[config.mk]
export PLATFORM = sky130hd
export DESIGN_NAME = mux_n_pipe
export DESIGN_NICKNAME = d
export VERILOG_FILES = /design/src/rtl/mux_n_pipe.sv
export SDC_FILE = /design/constraint.sdc
export NUM_CORES = 1
export LEC_CHECK = 0
export ABC_CLOCK_PERIOD_IN_PS = 2690
export CAP_MARGIN = 40
export CORE_ASPECT_RATIO = 1.2
export CORE_MARGIN = 2
export CORE_UTILIZATION = 46
export CTS_BUF_LIST = sky130_fd_sc_hd__clkbuf_2
export DETAILED_ROUTE_END_ITERATION = 16
export GPL_ROUTABILITY_DRIVEN = 0
export PLACE_DENSITY = 0.87
export SETUP_SLACK_MARGIN = 0.15
export SYNTH_ARGS = -nofsm -noshare
export SYNTH_HDL_FRONTEND = slang
export SYNTH_SLANG_ARGS = --single-unit
[constraint.sdc]
create_clock -name clk -period 2.69 [get_ports clk]
set_clock_uncertainty 0.05 [all_clocks]
set_input_delay 0.538 -clock clk [delete_from_list [all_inputs] [get_ports clk]]
set_output_delay 0.538 -clock clk [all_outputs]
set_load 0.05 [all_outputs]
[src/rtl/mux_n_pipe.sv]
// rtl/mux_n_pipe.sv - N-way registered selector with valid/ready and 2-entry skid buffer
// Optional sticky illegal-select flag enabled by `define MUX_N_PIPE_SEL_CHECK_EN.
module mux_n_pipe #(
    parameter int WIDTH      = 32,
    parameter int NUM_INPUTS = 4,
    parameter int SEL_W      = $clog2(NUM_INPUTS)
) (
    input  logic                        clk,
    input  logic                        reset,
    input  logic [NUM_INPUTS*WIDTH-1:0] data_in,
    input  logic [SEL_W-1:0]            sel,
    input  logic                        in_valid,
    output logic                        in_ready,
    output logic [WIDTH-1:0]            out_data,
    output logic                        out_valid,
    input  logic                        out_ready,
    output logic                        sel_err,
    input  logic                        err_clr
);

    typedef enum logic [1:0] {
        EMPTY = 2'd0,
        ONE   = 2'd1,
        FULL  = 2'd3
    } state_t;

    state_t           state;
    state_t           state_next;
    logic [WIDTH-1:0] main_data;
    logic [WIDTH-1:0] skid_data;
    logic [WIDTH-1:0] sel_word;
    logic             sel_bad;
    logic             accept;
    logic             pop;

    // An index with no matching input leaves the word at zero.
    always_comb begin
        sel_word = '0;
        for (int k = 0; k < NUM_INPUTS; k++) begin
            if (sel == SEL_W'(k)) begin
                sel_word = data_in[k*WIDTH +: WIDTH];
            end
        end
        if (sel_bad) begin
            sel_word = '0;
        end
    end

    // Ready comes straight from the state flops so out_ready never reaches in_ready.
    assign in_ready  = (state != FULL);
    assign out_valid = (state != EMPTY);
    assign out_data  = main_data;
    assign accept    = in_valid && in_ready;
    assign pop       = out_valid && out_ready;

    always_ff @(posedge clk or posedge reset) begin
        if (reset) begin
            state <= EMPTY;
        end else begin
            state <= state_next;
        end
    end

    always_comb begin
        state_next = state;
        case (state)
            EMPTY: if (accept) state_next = ONE;
            ONE: begin
                if (accept && !pop) begin
                    state_next = FULL;
                end else if (!accept && pop) begin
                    state_next = EMPTY;
                end
            end
            FULL:    if (pop) state_next = ONE;
            default: state_next = EMPTY;
        endcase
    end

    always_ff @(posedge clk or posedge reset) begin
        if (reset) begin
            main_data <= '0;
            skid_data <= '0;
        end else begin
            case (state)
                EMPTY: if (accept) main_data <= sel_word;
                ONE: begin
                    if (accept && pop) begin
                        main_data <= sel_word;
                    end else if (accept) begin
                        skid_data <= sel_word;
                    end
                end
                FULL:    if (pop) main_data <= skid_data;
                default: ;
            endcase
        end
    end

`ifdef MUX_N_PIPE_SEL_CHECK_EN
    logic sel_err_q;

    assign sel_bad = ({1'b0, sel} >= (SEL_W+1)'(NUM_INPUTS)) || $isunknown(sel);
    assign sel_err = sel_err_q;

    // A new error in the same cycle as err_clr keeps the flag set.
    always_ff @(posedge clk or posedge reset) begin
        if (reset) begin
            sel_err_q <= 1'b0;
        end else if (accept && sel_bad) begin
            sel_err_q <= 1'b1;
            $display("mux_n_pipe: illegal sel=%b accepted", sel);
        end else if (err_clr) begin
            sel_err_q <= 1'b0;
        end
    end
`else
    logic unused_err_clr;

    assign sel_bad        = 1'b0;
    assign sel_err        = 1'b0;
    assign unused_err_clr = err_clr;
`endif

endmodule
Yosys cells after proc, flatten, opt, wreduce, memory -nomap -nowiden:

Index checks and enable logic that the tools add are counted.

* flip-flop bits (word level): 66
* input bits: 135
* output and inout bits: 35
* logic and storage cells: 41

* equal/unequal tests: 10
* mux-type cells: 13
* bitwise logic cells: 1
* reductions and logical operators: 14

Operators by type and width (number)
* two-way mux 32 bit: 7
* one-hot mux 32 bit (3 select lines): 1
* two-way mux 2 bit: 4
* inequality test 2 bit (second input constant): 4
* equality test 2 bit (second input constant): 3
* one-hot mux 2 bit (3 select lines): 1
* AND reduction 3 bit: 2
* logical AND 1 bit: 5
* equality test 2 x 1 -> 1 bit (second input constant): 2
* zero test 2 bit: 2
* AND reduction 4 bit: 1
* inequality test 3 bit (second input constant): 1
* nonzero test 3 bit: 1
* zero test 1 bit: 2
* nonzero test 2 bit: 1
* NOT 1 bit: 1

Logic depth before layout (Yosys ltp):

Gate-level depths: netlist (run 1).

* word-level depth: 7
* gate-level depth with buffers: 12
* depth with buffers taken out: 10

Worst setup path before layout (run 1):

OpenSTA, ideal clock, no wires.

* path kind: reg-to-reg
* from: register state[0]
* to: register skid_data[10]
* setup time: 0.125 ns
* arrival: 2.170 ns
* data required time: 2.515 ns
* setup slack: 0.346 ns
* stages on the path, launching flop included: 9
* path buffers: 1
* period minus slack after synthesis: 2.344 ns
* path through: dfrtp_1 inv_1 ha_1 inv_1 nand2_1 ha_1 nand2_1 clkbuf_1 mux2_2

* cells in the longest elaborated chain, start to end: 5
* elaborated cells on any way between the ends: 8
* classes of those cells: eq/ne: 2; bitwise: 1; reduce/logical: 5

RTL lines
* from (decl): line 27 `state_t state;`
* from (signal assigned): line 60 `state <= state_next;`
* nonzero test 2 bit: line 51 `assign out_valid = (state != EMPTY);`
* named net out_valid: line 15 `output logic out_valid,`
* logical AND 1 bit: line 54 `assign pop = out_valid && out_ready;`
* logical AND 1 bit: line 88 `if (accept && pop) begin`
* NOT 1 bit (no source line)
* AND reduction 3 bit (no source line)
* to (signal assigned): line 91 `skid_data <= sel_word;`
* to (decl): line 30 `logic [WIDTH-1:0] skid_data;`

The timed path passes the listed nets, and every way through them passes these cells.
A chain may end at the register's enable or synchronous reset.

Worst setup path in the final report (run 1):

* from: register state[0]
* to: output port out_valid

* cells in the longest elaborated chain, start to end: 1

RTL lines (line)
* nonzero test 2 bit: 51
* to (decl): 15

Every way passes these cells.

==> flow_summary.toml, run 1 <==
[status]
status = "completed"

[finish]
instances_no_fill = 700
utilization = 0.665
syn2layout_area_growth_pct = 40.3
nNetsFinal = 712
drive_gt1_frac = 0.282
fin_area_um2 = 6360

[critical_path]
critical_path_class = "flip-flop to output pin"
critPathCaptureType = "output pin"
required_ns = 2.10
cpMostUsedCell = "inv_1"
critPathMaxStageDelay_ns = 0.53
worstSetupStartpointType = "flip-flop"
cp_max_fo = 4
cp_slowest_cell = "dlygate4sd2_1"
worstPathCellList = "inv_1 -> ha_1 -> inv_1 -> dlygate4sd2_1"
arrival_ns = 1.83
reg2reg_from = "state[0]$_DFFE_PP0P_"
startpoint = "state[0]$_DFFE_PP0P_"

[timing]
holdWs_ns = 0.278
fin_crit_sh = 0.899
fin_crit_ns = 2.42
tightest_slew_ns = 0.672
setup_viol = 0
hold_viol = 0
rsz0062_at_grt = "no"
fmax_mhz = 413
fin_ws_ns = 0.271
report.final.slew_viol_count = 0
setup-tns-final_ns = 0
slew-limit-headroom = 0.552

[global_route]
antenna_found_initial = 2
grt-ovfl-total = 0
track_usage = 0.233
grt_pass1_wl_um = 19600
grt_max_degree = 66
grt_pass1_vias = 4151

[logic_synthesis]
synth-seq-area-share = 0.364
yosysUniqueCellTypes = 25
synth_top_area_share = 0.364
synth-simple-area-share = 0.0618
synth_flop_cell = "dfrtp_1"
yosys.area_share.adder = 0.0166
synth-xor-area-share = 0
syn-instance-count = 419
synth_edf_count = 0
synth_area_um2 = 4530
syn_nets = 560
synth_compound_area_frac = 0.241
yosysTopAreaCell = "dfrtp_1"
synth_top_family_by_area = "multiplexers"
async_flop_share = 1.00
synthMuxAreaShare = 0.255
synthTopCellsByArea = "dfrtp_1 36%, mux2_2 10%, a221oi_2 9.9%"
syn_area_per_cell_um2 = 10.8
synth_warnings = 0
ys_seq_elements = 66

[clocking]
cts_tree = "built"
root_buffer = "clkbuf_2"
cts_max_level = 3
post_cts_resized = 2
worstSkewPairLatency_ns = 0.48
cts.path.max_buffers = 2
cts_hold_buf = 0
cts_sinks = 66
numCtsBuffers = 9
clkTransAtPathRegs_ns = 0.19
postCtsSetupBuffers = 0

[floorplanning]
fp.coreArea_um2 = 9560
die_area_um2 = 10700
initial_core_util = 0.474
num_rows = 39
die_h_um = 113
fp.dieW_um = 94.6
ios = 170

[drt]
wirelength_um = 12100
via_per_inst = 5.61
dr_total_vias = 3925
drt_iter0_drc = 137
wl_per_cell_um = 17.3
final_antenna_net_count = 0
dr.pass1.iters = 4
route.detailed.drc = 0

[power]
vdd_drop_max_mv = 0.602
total_power_mw = 6.04
p_per_area_nw_per_um2 = 950
power_leakage_nw = 2.61

[run]
max_cap_violations = 0

[placement]
dp_cells = 683
dp_slack_ns = 0.384
dpl-instance-area_um2 = 6280
port_buffers = 167
dp_hpwl_um = 8610

[worst_hold_path]
min_path_type = "input pin to asynchronous set/reset pin"
## Yosys cell counts (2+ instances only)
library cell and instances:
buf_2 13, a21oi_1 67, a221oi_2 30, mux2_4 25, dfrtp_1 66, a21oi_2 30, nor2_1 66, buf_4 2
buf_6 11, nand2_1 3, inv_1 5, mux2i_1 32, a221oi_1 2, mux2_2 41, ha_1 6, clkbuf_1 11
## layer usage
layer | global-route usage | vias to the layer above | part of all wire
met4 | 0.109 | 0 | 0.032
met5 | 0 | - | 0
li1 | - | 1838 | -
met2 | 0.415 | 158 | 0.52
met3 | 0.0346 | 29 | 0.064
met1 | 0.270 | 1900 | 0.38
## worst paths after layout
kind                                             to  slack [ns]  depth (start not counted)
max                                       out_valid        0.27                          4
min                        out_data[20]$_DFFE_PP0P_        0.28                          2
max reg2reg                    state[1]$_DFFE_PP0P_        0.71                          5
min reg2reg                 out_data[1]$_DFFE_PP0P_        0.48                          2
max in group asynchronous  skid_data[5]$_DFFE_PP0P_        1.64                          3
min in group clk            out_data[1]$_DFFE_PP0P_        0.48                          2
## layout make-up
cell class	count	area, µm²
Antenna cell	2	5.00
Clock buffer	10	50.0
Clock inverter	5	22.5
Fill cell	760	3210
Inverter	6	22.5
Multi-Input combinational cell	309	2620
Sequential cell	66	1650
Tap cell	123	154
Timing Repair Buffer	179	1830
## placed cells by master (no fill, tap or decap)
cell             instances
a21boi_2                 1
a21oi_1                 67
a21oi_2                 30
a221oi_1                 2
a221oi_2                30
and2_2                   1
buf_12                   6
buf_2                    1
buf_4                    7
clkbuf_2                10
clkdlybuf4s50_1        163
clkinv_1                 2
clkinv_2                 3
conb_1                   1
dfrtp_1                 66
diode_2                  2
dlygate4sd2_1            2
ha_1                     5
ha_2                     1
inv_1                    4
inv_2                    2
mux2_2                  41
mux2_4                  25
mux2i_1                 32
nand2_1                  3
nand2b_1                 1
nor2_1                  65
nor2_4                   1
nor2b_2                  1
o21ai_2                  1
o22a_2                   1
## power by group
part	total [mW]	internal (mW)	leakage [nW]	switching [mW]
Combinational	3.74	1.52	1.80	2.22
Clock	0.457	0.110	0.0564	0.347
Sequential	1.84	1.51	0.749	0.331
## cells by family after synthesis
family                     count (synthesis)
AOI/OAI and AO/OA                        132
muxes                                     98
and+or+nand+nor                           72
DFF                                       66
buffers and inverters                     44
adders and majority gates                  6
other                                      1
## registers in the layout (all words and copies together), names as in the netlist
signal and flops:
out_data 32, skid_data 32, state 2
## worst max-delay path: cells and delay by family, from the launching register on
kind | cells | cell delay (ns)
buffers and inverters | 3 | 0.70
flip-flops | 1 | 0.44
adder cells (fa/ha/maj) | 1 | 0.20
No activity file was read; power rests on OpenSTA's default activity.
==> inputs of run 2 (changes only) <==
--- a/config.mk
+++ b/config.mk
@@ -14,6 +14,7 @@
 export DETAILED_ROUTE_END_ITERATION = 16
 export GPL_ROUTABILITY_DRIVEN = 0
 export PLACE_DENSITY = 0.87
+export RECOVER_POWER = 100
 export SETUP_SLACK_MARGIN = 0.15
 export SYNTH_ARGS = -nofsm -noshare
 export SYNTH_HDL_FRONTEND = slang
==> flow_summary.toml, run 2 (same netlist as run 1, synthesis figures left out) <==
[clocking]
cts_sinks = 66
worstSkewPairLatency_ns = 0.48
root_buffer = "clkbuf_2"
postCtsSetupBuffers = 0
cts.path.max_buffers = 2
cts_max_level = 3
numCtsBuffers = 9
cts_tree = "built"
clkTransAtPathRegs_ns = 0.17

[finish]
drive_gt1_frac = 0.275
final_common_cell = "clkdlybuf4s50_1"
final_cell_mix = "130 x clkdlybuf4s50_1, 67 x a21oi_1, 66 x dfrtp_1"
nNetsFinal = 712
syn2layout_area_growth_pct = 39.3
fin_area_um2 = 6310

[drt]
drt_iter0_drc = 139
wirelength_um = 12100
final_antenna_net_count = 0
dr.pass1.iters = 4
via_per_inst = 5.59
wl_per_cell_um = 17.3
dr_total_vias = 3913
route.detailed.drc = 0

[timing]
fmax_mhz = 405
fin_crit_ns = 2.47
report.final.slew_viol_count = 0
rsz0062_at_grt = "no"
tightest_slew_ns = 1.19
fin_crit_sh = 0.917
hold_viol = 0
slew-limit-headroom = 0.208
setup_viol = 0
setup-tns-final_ns = 0

[status]
status = "completed"

[critical_path]
cp_max_fo = 6
r2r-end = "skid_data[10]$_DFFE_PP0P_"
reg2regPathDepth = 6
worstPathCellList = "ha_1 -> inv_2 -> dlygate4sd2_1"
required_ns = 2.10
arrival_ns = 1.88
worstSetupStartpointType = "flip-flop"
critPathCaptureType = "output pin"
cp_slowest_cell = "dlygate4sd2_1"
rrSetupSlack_ns = 0.27
critPathMaxStageDelay_ns = 0.53
reg2reg_from = "state[0]$_DFFE_PP0P_"
critical_path_class = "flip-flop to output pin"

[floorplanning]
fp.dieW_um = 94.6
die_area_um2 = 10700
initial_core_util = 0.474
die_h_um = 113
num_rows = 39
ios = 170
fp.coreArea_um2 = 9560

[global_route]
grt_pass1_wl_um = 19600
antenna_found_initial = 2
track_usage = 0.233
grt_max_degree = 66
grt-ovfl-total = 0
grt_pass1_vias = 4151

[worst_hold_path]
holdPathEnd = "out_data[1]$_DFFE_PP0P_"
hold-path-cell-count = 2
hp-start = "out_data[1]$_DFFE_PP0P_"
min_path_type = "flip-flop to flip-flop"

[run]
max_cap_violations = 0

[power]
vdd_drop_max_mv = 0.578
power_leakage_nw = 2.58
p_per_area_nw_per_um2 = 934

[placement]
dpl-instance-area_um2 = 6280
dp_hpwl_um = 8610
port_buffers = 167
## run 2: where the power goes
| part | internal (mW) | switching [mW] |
|---|---|---|
| logic | 1.41 | 2.21 |
| clock network | 0.110 | 0.345 |
| registers | 1.51 | 0.321 |
| total | 3.02 | 2.87 |
## run 2: through the flow
step                      std cells  total power [mW]  setup slack, ns  hold slack (ns)   util
final                           700              5.90            0.223            0.480  0.660
after global routing            700              6.23           0.0968            0.513  0.660
after CTS                       698              6.06            0.233            0.273  0.664
after detailed placement        683              5.62            0.384            0.452  0.657
after global placement          682              5.46            0.427            0.438  0.655
after floorplan                 419              4.45            0.346            0.429      -
## run 2: area by class of cell
class                           count  area (µm²)
Tap cell                          123         154
Clock inverter                      5        22.5
Antenna cell                        2        5.00
Timing Repair Buffer              179        1790
Clock buffer                       10        50.0
Sequential cell                    66        1650
Fill cell                         768        3250
Inverter                            6        22.5
Multi-Input combinational cell    309        2620
## run 2: worst max-delay path: cells and delay by family, from the launching register on
kind	cells	cell delay (ns)
fa+ha+maj	1	0.33
flops	1	0.46
buf+inv	2	0.62
## run 2: worst max-delay path by stage
stage	endpoint	slack, ns	from
after floorplan	skid_data[10]$_DFFE_PP0P_	0.35	state[0]$_DFFE_PP0P_
after CTS	out_valid	0.23	state[0]$_DFFE_PP0P_
after detailed placement	out_data[17]$_DFFE_PP0P_	0.38	in_valid
after global routing	out_data[25]$_DFFE_PP0P_	0.1	state[0]$_DFFE_PP0P_
after global placement	out_data[17]$_DFFE_PP0P_	0.43	in_valid
final	in_ready	0.22	state[0]$_DFFE_PP0P_
## run 2: timing repair
| action | CTS | global route |
|---|---|---|
| resized for setup | 2 | 0 |
| setup endpoints to repair | 2 | 0 |
| hold endpoints to repair | 0 | 0 |
| hold buffers | 0 | 0 |
## run 2: per-layer routing
layer | vias up | part of all wire | global-route usage
met5 | - | 0 | 0
met4 | 0 | 0.032 | 0.109
met3 | 27 | 0.063 | 0.0346
met2 | 155 | 0.53 | 0.415
met1 | 1894 | 0.38 | 0.270
li1 | 1837 | - | -
==> inputs of run 3 (changes only) <==
--- a/config.mk
+++ b/config.mk
@@ -6,14 +6,13 @@
 export NUM_CORES = 1
 export LEC_CHECK = 0
 export ABC_CLOCK_PERIOD_IN_PS = 2690
-export CAP_MARGIN = 40
 export CORE_ASPECT_RATIO = 1.2
-export CORE_MARGIN = 2
-export CORE_UTILIZATION = 46
+export CORE_UTILIZATION = 60
 export CTS_BUF_LIST = sky130_fd_sc_hd__clkbuf_2
 export DETAILED_ROUTE_END_ITERATION = 16
+export DONT_BUFFER_PORTS = 1
 export GPL_ROUTABILITY_DRIVEN = 0
-export PLACE_DENSITY = 0.87
+export PLACE_DENSITY = 0.8
 export RECOVER_POWER = 100
 export SETUP_SLACK_MARGIN = 0.15
 export SYNTH_ARGS = -nofsm -noshare
==> flow_summary.toml, run 3 (same netlist as run 1, synthesis figures left out) <==
[power]
p_per_area_nw_per_um2 = 1190
power_leakage_nw = 2.00
vdd_drop_max_mv = 0.805

[global_route]
grt_use_met3 = 0.0563
grt-ovfl-total = 0
grtUsageMet2 = 0.456
antenna_found_initial = 0
grt_pass1_wl_um = 15700
grt_pass1_vias = 3291
use_met1 = 0.305
track_usage = 0.259
grt_max_degree = 67
top_usage_layer = "met2"

[critical_path]
cp_top_family = "compound AO/OA/AOI/OAI gates"
critPathMaxStageDelay_ns = 0.46
worstPathCellList = "ha_2 -> nor2b_1 -> o22a_2 -> clkbuf_2 -> a21oi_1 -> a21oi_2"
startpoint = "state[0]$_DFFE_PP0P_"
cp_max_fo = 18
required_ns = 3.07
rrSetupSlack_ns = 0.33
reg2reg_from = "state[0]$_DFFE_PP0P_"
worstSetupStartpointType = "flip-flop"
cp_num_buf_inv = 1
arrival_ns = 2.74
critical_path_class = "flip-flop to flip-flop"
critPathCaptureType = "flip-flop"
cp_slowest_cell = "dfrtp_1"

[status]
status = "completed"

[finish]
n_fill_cell = 601
multi_input_comb_area_um2 = 2580
instances_no_fill = 503
drive_gt1_frac = 0.368
n_antenna_cell = 0
final_common_cell = "a21oi_1"
nNetsFinal = 549
final_cell_mix = "79 x a21oi_1, 66 x dfrtp_1, 65 x nor2_1"
syn2layout_area_growth_pct = 3.75
register_area_um2 = 1650

[clocking]
postCtsSetupBuffers = 0
root_buffer = "clkbuf_2"
clkTransAtPathRegs_ns = 0.22
cts_sinks = 66
cts_tree = "built"
cts.path.max_buffers = 2
numCtsBuffers = 9
worstSkewPairLatency_ns = 0.49
cts_max_level = 3

[floorplanning]
fp.dieW_um = 81.3
die_area_um2 = 7910
fp.coreArea_um2 = 7270
die_h_um = 97.2
ios = 170
initial_core_util = 0.623
num_rows = 34

[drt]
wirelength_um = 9940
drt_iter0_drc = 144
dr_total_vias = 3233
via_per_inst = 6.43
final_antenna_net_count = 0
dr.pass1.iters = 4
wl_per_cell_um = 19.8
route.detailed.drc = 0

[placement]
dp_hpwl_um = 6770
port_buffers = 0
dp_cells = 486

[worst_hold_path]
hp-start = "sel[0]"
min_path_type = "input pin to flip-flop"

[timing]
report.final.slew_viol_count = 0
fin_crit_ns = 2.36
slew-limit-headroom = 0.185
hold_viol = 0
tightest_slew_ns = 1.22
fmax_mhz = 424
rsz0062_at_grt = "no"
setup_viol = 0
fin_crit_sh = 0.876
setup-tns-final_ns = 0

[run]
max_cap_violations = 0
[run 3: power by group]
group,total [mW],switching [mW],internal (mW)
registers,2.71,1.22,1.49
logic,2.02,1.11,0.917
clock network,0.871,0.377,0.494
[run 3: path summary, 6_finish.rpt]
| check | endpoint | cells past startpoint |
|---|---|---|
| setup / recovery | out_data[1]$_DFFE_PP0P_ | 6 |
| hold / removal | skid_data[10]$_DFFE_PP0P_ | 2 |
| setup reg to reg | out_data[1]$_DFFE_PP0P_ | 6 |
| hold reg to reg | skid_data[19]$_DFFE_PP0P_ | 1 |
| max in group asynchronous | out_data[12]$_DFFE_PP0P_ | 3 |
| min in group asynchronous | out_data[19]$_DFFE_PP0P_ | 2 |
[run 3: final cells by class]
cell class	instances	area share
Clock inverter	7	0.0301
Tap cell	90	0.0239
Timing Repair Buffer	16	0.0325
Inverter	6	0.00479
Sequential cell	66	0.351
Multi-Input combinational cell	309	0.548
Clock buffer	9	0.00958
[run 3: stage by stage]
stage | cell area (µm²) | utilization | setup WS, ns | power, mW | hold slack (ns)
after CTS | 4760 | 0.654 | 0.360 | 5.73 | 0.222
after global placement | 4560 | 0.627 | 0.541 | 4.76 | 0.438
after detailed placement | 4560 | 0.627 | 0.466 | 4.87 | 0.448
final | 4700 | 0.646 | 0.333 | 5.61 | 0.257
after global routing | 4700 | 0.646 | 0.149 | 5.92 | 0.227
after floorplan | 4530 | - | 0.346 | 4.45 | 0.429
[run 3: timing repair]
item	CTS	global route
resized for setup	0	0
endpoints found under the hold margin	28	0
hold buffers	1	0
[run 3: worst reg2reg max path, stage by stage, from the launching register on]
cell and delay [ns]:
dfrtp_1 0.46, ha_2 0.36, nor2b_1 0.28, o22a_2 0.44
clkbuf_2 0.43, a21oi_1 0.17, a21oi_2 0.13
[run 3: routing by layer]
metal | wire length (µm) | vias up | part of all wire
li1 | - | 1502 | -
met1 | 3930 | 1604 | 0.40
met2 | 5280 | 114 | 0.53
met3 | 608 | 13 | 0.061
met4 | 130 | 0 | 0.013
met5 | 0 | - | 0
